**config.mk**
```make
export PLATFORM = sky130hd
export DESIGN_NAME = counter_sequencer
export DESIGN_NICKNAME = d
export VERILOG_FILES = /design/src/rtl/counter_seq_pkg.sv /design/src/rtl/counter_seq_table.sv /design/src/rtl/counter_sequencer.sv
export SDC_FILE = /design/constraint.sdc
export NUM_CORES = 1
export LEC_CHECK = 0
export CAP_MARGIN = 20
export CORE_UTILIZATION = 40
export DETAILED_ROUTE_END_ITERATION = 10
export GPL_TIMING_DRIVEN = 1
export PLACE_DENSITY = 0.57
export SLEW_MARGIN = 20
export SYNTH_ARGS = -nofsm -noshare
export SYNTH_HDL_FRONTEND = slang
export SYNTH_SLANG_ARGS = --single-unit
```
**constraint.sdc**
```tcl
create_clock -name clk -period 5.68 [get_ports clk]
set_input_delay 1.136 -clock clk [delete_from_list [all_inputs] [get_ports clk]]
set_output_delay 1.136 -clock clk [all_outputs]
set_load 0.1 [all_outputs]
```
**src/rtl/counter_seq_pkg.sv**
```systemverilog
// Shared types for the counter sequencer: FSM state encoding and the segment table entry layout.
package counter_seq_pkg;

   localparam int WIDTH = 4;
   localparam int DUR_W = 8;

   typedef enum logic [2:0] {
      IDLE,
      LOAD,
      RUN,
      NEXT,
      DONE
   } seq_state_e;

   typedef struct packed {
      logic [1:0]       mode;
      logic [WIDTH-1:0] step;
      logic [WIDTH-1:0] load_value;
      logic [DUR_W-1:0] duration;
      logic             stop_on_term;
   } seg_cfg_t;

endpackage

```
**src/rtl/counter_seq_table.sv**
```systemverilog
// Segment table: NUM_SEG entries, synchronous write and clear, combinational read.
module counter_seq_table
   import counter_seq_pkg::*;
#(
   parameter int NUM_SEG = 4,
   parameter int ADDR_W  = $clog2(NUM_SEG)
) (
   input  logic              clk,
   input  logic              rst,
   input  logic              we,
   input  logic [ADDR_W-1:0] wr_addr,
   input  seg_cfg_t          wr_data,
   input  logic [ADDR_W-1:0] rd_addr,
   output seg_cfg_t          rd_data
);

   seg_cfg_t mem [NUM_SEG];

   always_ff @(posedge clk) begin
      if (rst) begin
         for (int i = 0; i < NUM_SEG; i++) begin
            mem[i] <= '0;
         end
      end else if (we) begin
         mem[wr_addr] <= wr_data;
      end
   end

   assign rd_data = mem[rd_addr];

endmodule

```
**src/rtl/counter_sequencer.sv**
```systemverilog
// Segment sequencer driving one counter's control inputs from a programmable table.
// Optional multi-pass looping is enabled by defining COUNTER_SEQ_LOOP_EN.
//
// state | meaning
// IDLE  | waiting for start; counter controls held at 0
// LOAD  | one cycle: cnt_load with the segment start value, timer loaded
// RUN   | counter enabled until timer expiry or terminal_flag
// NEXT  | one gap cycle: advance segment, loop, or finish
// DONE  | one cycle: done pulse, irq set
module counter_sequencer #(
   parameter int WIDTH   = 4,
   parameter int NUM_SEG = 4,
   parameter int DUR_W   = 8
) (
   input  logic                         clk,
   input  logic                         rst,
   input  logic                         cfg_we,
   input  logic [$clog2(NUM_SEG)-1:0]   cfg_addr,
   input  logic [1:0]                   cfg_mode,
   input  logic [WIDTH-1:0]             cfg_step,
   input  logic [WIDTH-1:0]             cfg_load_value,
   input  logic [DUR_W-1:0]             cfg_duration,
   input  logic                         cfg_stop_on_term,
   input  logic [$clog2(NUM_SEG+1)-1:0] seg_count,
   input  logic                         start,
   input  logic                         abort,
   input  logic                         irq_clr,
   input  logic                         terminal_flag,
`ifdef COUNTER_SEQ_LOOP_EN
   input  logic [3:0]                   loop_count,
   output logic [3:0]                   pass_idx,
`endif
   output logic                         cnt_enable,
   output logic [1:0]                   cnt_mode,
   output logic [WIDTH-1:0]             cnt_step_size,
   output logic                         cnt_load,
   output logic [WIDTH-1:0]             cnt_load_value,
   output logic                         busy,
   output logic                         done,
   output logic [$clog2(NUM_SEG)-1:0]   cur_seg,
   output logic                         irq,
   output logic                         cfg_err
);
   import counter_seq_pkg::*;

   localparam int SEG_W = $clog2(NUM_SEG);
   localparam int CNT_W = $clog2(NUM_SEG + 1);

   seq_state_e       state;
   logic [DUR_W-1:0] timer;
   logic [CNT_W-1:0] seg_num;
   logic [CNT_W-1:0] seg_clamp;
   logic [SEG_W-1:0] rd_addr;
   seg_cfg_t         entry;
   seg_cfg_t         wr_entry;
   logic             last_seg;
   logic             run_exit;
   logic             more_pass;

   assign wr_entry  = {cfg_mode, cfg_step, cfg_load_value, cfg_duration, cfg_stop_on_term};
   assign seg_clamp = (seg_count > CNT_W'(NUM_SEG)) ? CNT_W'(NUM_SEG) : seg_count;
   assign last_seg  = (CNT_W'(cur_seg) + CNT_W'(1)) == seg_num;
   assign run_exit  = (timer == DUR_W'(1)) || (entry.stop_on_term && terminal_flag);

   // The read port looks ahead to the entry the next LOAD will need.
   always_comb begin
      rd_addr = cur_seg;
      if (state == IDLE) begin
         rd_addr = '0;
      end else if (state == NEXT) begin
         rd_addr = last_seg ? '0 : cur_seg + SEG_W'(1);
      end
   end

   counter_seq_table #(
      .NUM_SEG (NUM_SEG)
   ) u_table (
      .clk     (clk),
      .rst     (rst),
      .we      (cfg_we && !busy),
      .wr_addr (cfg_addr),
      .wr_data (wr_entry),
      .rd_addr (rd_addr),
      .rd_data (entry)
   );

`ifdef COUNTER_SEQ_LOOP_EN
   logic [3:0] loop_num;

   assign more_pass = (pass_idx != loop_num);

   always_ff @(posedge clk) begin
      if (rst) begin
         loop_num <= '0;
         pass_idx <= '0;
      end else if (!abort) begin
         if (state == IDLE && start) begin
            loop_num <= loop_count;
            pass_idx <= '0;
         end else if (state == NEXT && last_seg && more_pass) begin
            pass_idx <= pass_idx + 4'd1;
         end
      end
   end
`else
   assign more_pass = 1'b0;
`endif

   always_ff @(posedge clk) begin
      if (rst) begin
         state          <= IDLE;
         timer          <= '0;
         seg_num        <= '0;
         cur_seg        <= '0;
         cnt_enable     <= 1'b0;
         cnt_mode       <= '0;
         cnt_step_size  <= '0;
         cnt_load       <= 1'b0;
         cnt_load_value <= '0;
         busy           <= 1'b0;
         done           <= 1'b0;
         irq            <= 1'b0;
         cfg_err        <= 1'b0;
      end else begin
         cfg_err  <= cfg_we && busy;
         done     <= 1'b0;
         cnt_load <= 1'b0;
         if (state == DONE && !abort) begin
            irq <= 1'b1;
         end else if (irq_clr) begin
            irq <= 1'b0;
         end

         if (abort) begin
            state          <= IDLE;
            busy           <= 1'b0;
            cnt_enable     <= 1'b0;
            cnt_mode       <= '0;
            cnt_step_size  <= '0;
            cnt_load_value <= '0;
         end else begin
            unique case (state)
               IDLE: begin
                  if (start) begin
                     seg_num <= seg_clamp;
                     if (seg_clamp == '0) begin
                        state <= DONE;
                        done  <= 1'b1;
                     end else begin
                        state          <= LOAD;
                        busy           <= 1'b1;
                        cur_seg        <= '0;
                        cnt_load       <= 1'b1;
                        cnt_load_value <= entry.load_value;
                     end
                  end
               end
               LOAD: begin
                  state         <= RUN;
                  timer         <= entry.duration;
                  cnt_enable    <= 1'b1;
                  cnt_mode      <= entry.mode;
                  cnt_step_size <= entry.step;
               end
               RUN: begin
                  if (timer != '0) begin
                     timer <= timer - DUR_W'(1);
                  end
                  if (run_exit) begin
                     state      <= NEXT;
                     cnt_enable <= 1'b0;
                  end
               end
               NEXT: begin
                  if (last_seg && !more_pass) begin
                     state          <= DONE;
                     busy           <= 1'b0;
                     done           <= 1'b1;
                     cnt_mode       <= '0;
                     cnt_step_size  <= '0;
                     cnt_load_value <= '0;
                  end else begin
                     state          <= LOAD;
                     cur_seg        <= last_seg ? '0 : cur_seg + SEG_W'(1);
                     cnt_load       <= 1'b1;
                     cnt_load_value <= entry.load_value;
                  end
               end
               DONE: begin
                  state <= IDLE;
               end
               default: begin
                  state <= IDLE;
                  busy  <= 1'b0;
               end
            endcase
         end
      end
   end

endmodule

```
Word-level counts from Yosys, hierarchy flattened
Memory sizes are Yosys's and may differ from the RTL's. Index checks and enable logic that the tools add are counted.

$add $sub $neg: 3. Magnitude comparators: 1. Equality and inequality tests: 12. Muxes and demuxes: 47. Bitwise operators: 2. Reductions and logical operators: 25.

Operators with widths (count): $mux 19 (1); $reduce_or 19->1 (1); $mux 1 (18); $mux 2 (8); $mux 4 (4); $pmux 4 s2 (2); $pmux 8 s2 (1); $mux 3 (5); $ne 2x2->1 const B (6); $pmux 3 s4 (1); $reduce_and 3->1 (3); $eq 8x1->1 const B (1); $mux 8 (1); $pmux 2 s2 (2); $reduce_bool 2->1 (4); $reduce_bool 8->1 (1); $sub 8x1->8 const B (1); $eq 3x2->1 const B (2); $logic_not 3->1 (2); $pmux 1 s2 (3); $reduce_and 2->1 (3); $reduce_and 5->1 (1); $logic_and 1x1->1 (4); $reduce_and 4->1 (1); 12 further kinds (14).

Bits in registers: 32. RAM bits: 76. Input port bits: 31. Output and inout port bits: 18. Logic and storage cells: 104. Memories kept: 1.

Memories: u_table.mem (words 4, width 19, read ports 1, clocked after Yosys merged registers in 0, write ports 4, RTL line counter_seq_table.sv:17) `seg_cfg_t mem [NUM_SEG];`.

Logic depth before layout (Yosys ltp)
An unclocked memory read counts as a cell.

Depth in word-level cells: 10. Mapped depth: 9. Depth with buffers taken out: 8.

Cells and area by module
From an unflattened synthesis, not the netlist that was laid out.

Cell total of the unflattened synthesis: 377. Area total of the unflattened synthesis: 5009.8 um^2.

By module, submodules not included: counter_seq_table (times used 1, cells an instance 189, area an instance 3343.2 um^2, seq. area each 2282.2 um^2); counter_sequencer (times used 1, cells an instance 188, area an instance 1666.6 um^2, seq. area each 640.6 um^2).

Worst setup path after synthesis
No wires, ideal clock.

Path type: register to register. From: register cur_seg[1]. To: register timer[2]. Setup time: 0.133 ns. Arrival time: 2.756 ns. Required time: 5.547 ns. Setup slack: 2.791 ns. Cell stages (with the launch flop): 9. Path buffers: 1. Period minus slack after synthesis: 2.889 ns. Path through: dfxtp_1 -> ha_1 -> xor2_1 -> nor4b_1 -> a21oi_2 -> buf_6 -> mux2_4 -> a221oi_1 -> nor3_1.

Word-level cells in the longest chain between the ends: 7. Elaborated cells between the ends (all ways): 8. Classes of those cells: add/sub: 2; eq/ne: 1; mux: 4; memory: 1.

Ends and longest elaborated chain: from (decl) (RTL line counter_sequencer.sv:40) `output logic [$clog2(NUM_SEG)-1:0] cur_seg,`; from (signal assigned) (RTL line counter_sequencer.sv:184) `cur_seg <= last_seg ? '0 : cur_seg + SEG_W'(1);`; $add 2x1->3 (RTL line counter_sequencer.sv:62) `assign last_seg = (CNT_W'(cur_seg) + CNT_W'(1)) == seg_num;`; $eq 3x3->1 (RTL line counter_sequencer.sv:62); $mux 2 (RTL line counter_sequencer.sv:71) `rd_addr = last_seg ? '0 : cur_seg + SEG_W'(1);`; $mux 2 (*) (RTL line counter_sequencer.sv:70) `end else if (state == NEXT) begin`; $mux 2 (*) (RTL line counter_sequencer.sv:68) `if (state == IDLE) begin`; $mem_v2 4x19 (*); $pmux 8 s2 (*) (RTL line counter_sequencer.sv:142) `unique case (state)`; to (signal assigned) (RTL line counter_sequencer.sv:160) `timer <= entry.duration;`; to (signal assigned) (RTL line counter_sequencer.sv:167) `timer <= timer - DUR_W'(1);`; to (decl) (RTL line counter_sequencer.sv:50) `logic [DUR_W-1:0] timer;`.

Mark *: on every way between the ends. The rest lies on a longest branch, timed or not. A chain may end at the register's enable or synchronous reset.

==> impl_metrics.ini <==
[logic_synthesis]
ys_seq_elements = 108
yosys.area.top_type = edfxtp_1
syn_nets = 448
syn_inst = 414
synth-warning-count = 0
synth-edff-count = 76
async_flop_share = 0
synthFlopType = edfxtp_1
yosys-top-cells-area = edfxtp_1, dfxtp_1, and2_1
netlist_area_mm2 = 0.00515
yosysSeqAreaShare = 0.567
avgSynthCellArea_um2 = 12.4
synth_top_area_frac = 0.443
synth_cell_type_count = 72
ys_top_cells_by_count = and2_1, edfxtp_1, dfxtp_1, nand2_1, nor2_1
yosysMostFrequentCell = and2_1

[grt]
antenna_found_initial = 0
grt_max_degree = 25
grt_pass1_wl_mm = 17.8
grt-ovfl-total = 0
grt_pass1_vias = 3339
grt.total_usage = 0.183

[power_and_ir_drop]
peakVddDrop_v = 0.000156
leakagePower_nw = 2.15
power_density_mw_per_mm2 = 280
totalPowerFinal_mw = 1.70

[sta]
min_period_ps = 3310
tightestPinTransition_ps = 1000
setup-tns-final_ps = 0
grt_setup_unrepaired = false
setup_viol = 0
slew_violations = 0
fmax_mhz = 302
slew_headroom = 0.331
fin_skew_ps = 6.07
post-route-period-util = 0.583
hold_viol_final = 0

[clock_tree]
clock_path_buffers = 2
clock_latency_ps = 350
cts_resized = 0
ctsHoldBuffers = 0
cts_max_level = 3
cts_setup_buffers = 0
numCtsBuffers = 9
root_buffer = clkbuf_16
cts_sinks = 108
clk_pin_slew_ps = 70
cts_tree = built

[routing]
drc = 0
vias_per_cell = 5.23
wire_per_inst_um = 18.2
drtIter0Drc = 202
postRouteWirelength_mm = 11.5
ant_nets = 0
drtPass1Iterations = 4
vias = 3298

[setup_path]
critPathMaxStageDelay_ps = 580
cp_data_required_time_ps = 5670
crit_chain = clkdlybuf4s50_1 -> buf_4 -> nor3b_2 -> buf_4 -> and3b_1 -> or2_2
cp_max_fo = 22
reg2reg_depth = 8
crit_path_frequent_cell = buf_4
cp.arrival_ps = 3310
critPathKind = in2reg
slowest_stage = and3b_1
cp-end-kind = register
cp-start-kind = primary input

[die]
core_area_mm2 = 0.0126
row_count = 41
initial_core_util = 0.410
die_w_um = 116
pin_count = 49
die_y_um = 116
die_area_mm2 = 0.0133

[final_layout]
nets = 488
n_antenna_cell = 0
multi_input_area_mm2 = 0.00207
synthToLayoutAreaGrowth_pct = 17.5
seqCellArea_mm2 = 0.00292
fill_cells = 1139
drive_gt1_frac = 0.129

[placed_design]
dpl.hpwl_mm = 7.84
port-buffer-count = 48
place.gp.congestion = 0.796

[hold_path]
worstHoldPathType = reg2reg
whs_path_depth = 2

[run]
cap_violations = 0

[outcome]
outcome = finished clean
registers in the layout, summed over array words and instances, names as in the netlist, 2 cells and up:
name and cells:
cnt_load_value 4, cnt_step_size 4, cur_seg 2, cnt_mode 2, state 3, timer 8
u_table.mem 76, seg_num 3
path summary, 6_finish.rpt:
path | from | to | slack, ps
worst min-delay path | cnt_load_value[1] | cnt_load_value[1] | 450
worst max register to register | cur_seg[0] | timer[3] | 2950
worst min register to register | cnt_load_value[1] | cnt_load_value[1] | 450
worst max-delay path | rst | u_table.mem[2][12] | 2370
cells in the final DEF (no fill, tap or decap), types with 8 or more instances in the layout:
master / count
a21oi_1: 16
and2_1: 78
mux2i_1: 17
clkdlybuf4s50_1: 48
o21ai_0: 13
nor2_1: 19
nand2_1: 20
mux2_2: 8
clkbuf_16: 9
dfxtp_1: 32
edfxtp_1: 76
cell families (layout without fill, tap and decap cells):
kind of cell,after synthesis,in the layout,share of synthesized area
compound gates,72,72,0.108
xor+xnor,4,4,0.00971
fa+ha+maj,3,3,0.00728
buf+inv,29,74,0.0325
flops,108,108,0.567
mux,33,33,0.0847
simple gates,165,165,0.191
metal layers:
metal	global-route usage	part of all wire
met4	0.0658	0.014
met1	0.234	0.46
met2	0.312	0.49
met5	0	0
met3	0.0309	0.035
power by group:
part / internal, mW / leakage, nW / switching, mW
clock network: 0.351 / 0.147 / 0.306
logic: 0.0580 / 0.950 / 0.0873
registers: 0.878 / 1.05 / 0.0152
total: 1.29 / 2.15 / 0.408
worst max-delay path, delay by kind of cell:
family | cells | cell delay, ps
and+or+nand+nor | 3 | 1290
buffers and inverters | 3 | 870
layout make-up:
cell class                      instances  share of cell area
Tap cell                              172              0.0356
Inverter                                6             0.00372
Clock inverter                          7              0.0138
Timing Repair Buffer                   52              0.0843
Sequential cell                       108               0.483
Clock buffer                            9              0.0372
Multi-Input combinational cell        277               0.342
through the flow:
stage                     setup slack (ps)  instance area (um^2)  hold slack, ps  utilization  std cells
after floorplan                       2790                  5150             474            -        414
after global placement                2010                  5740             443        0.457        615
after detailed placement              1960                  5740             448        0.457        615
after CTS                             2320                  6050             458        0.482        631
after global routing                  2190                  6050             477        0.482        631
final                                 2370                  6050             453        0.482        631
No activity file was read; power rests on OpenSTA's default activity.
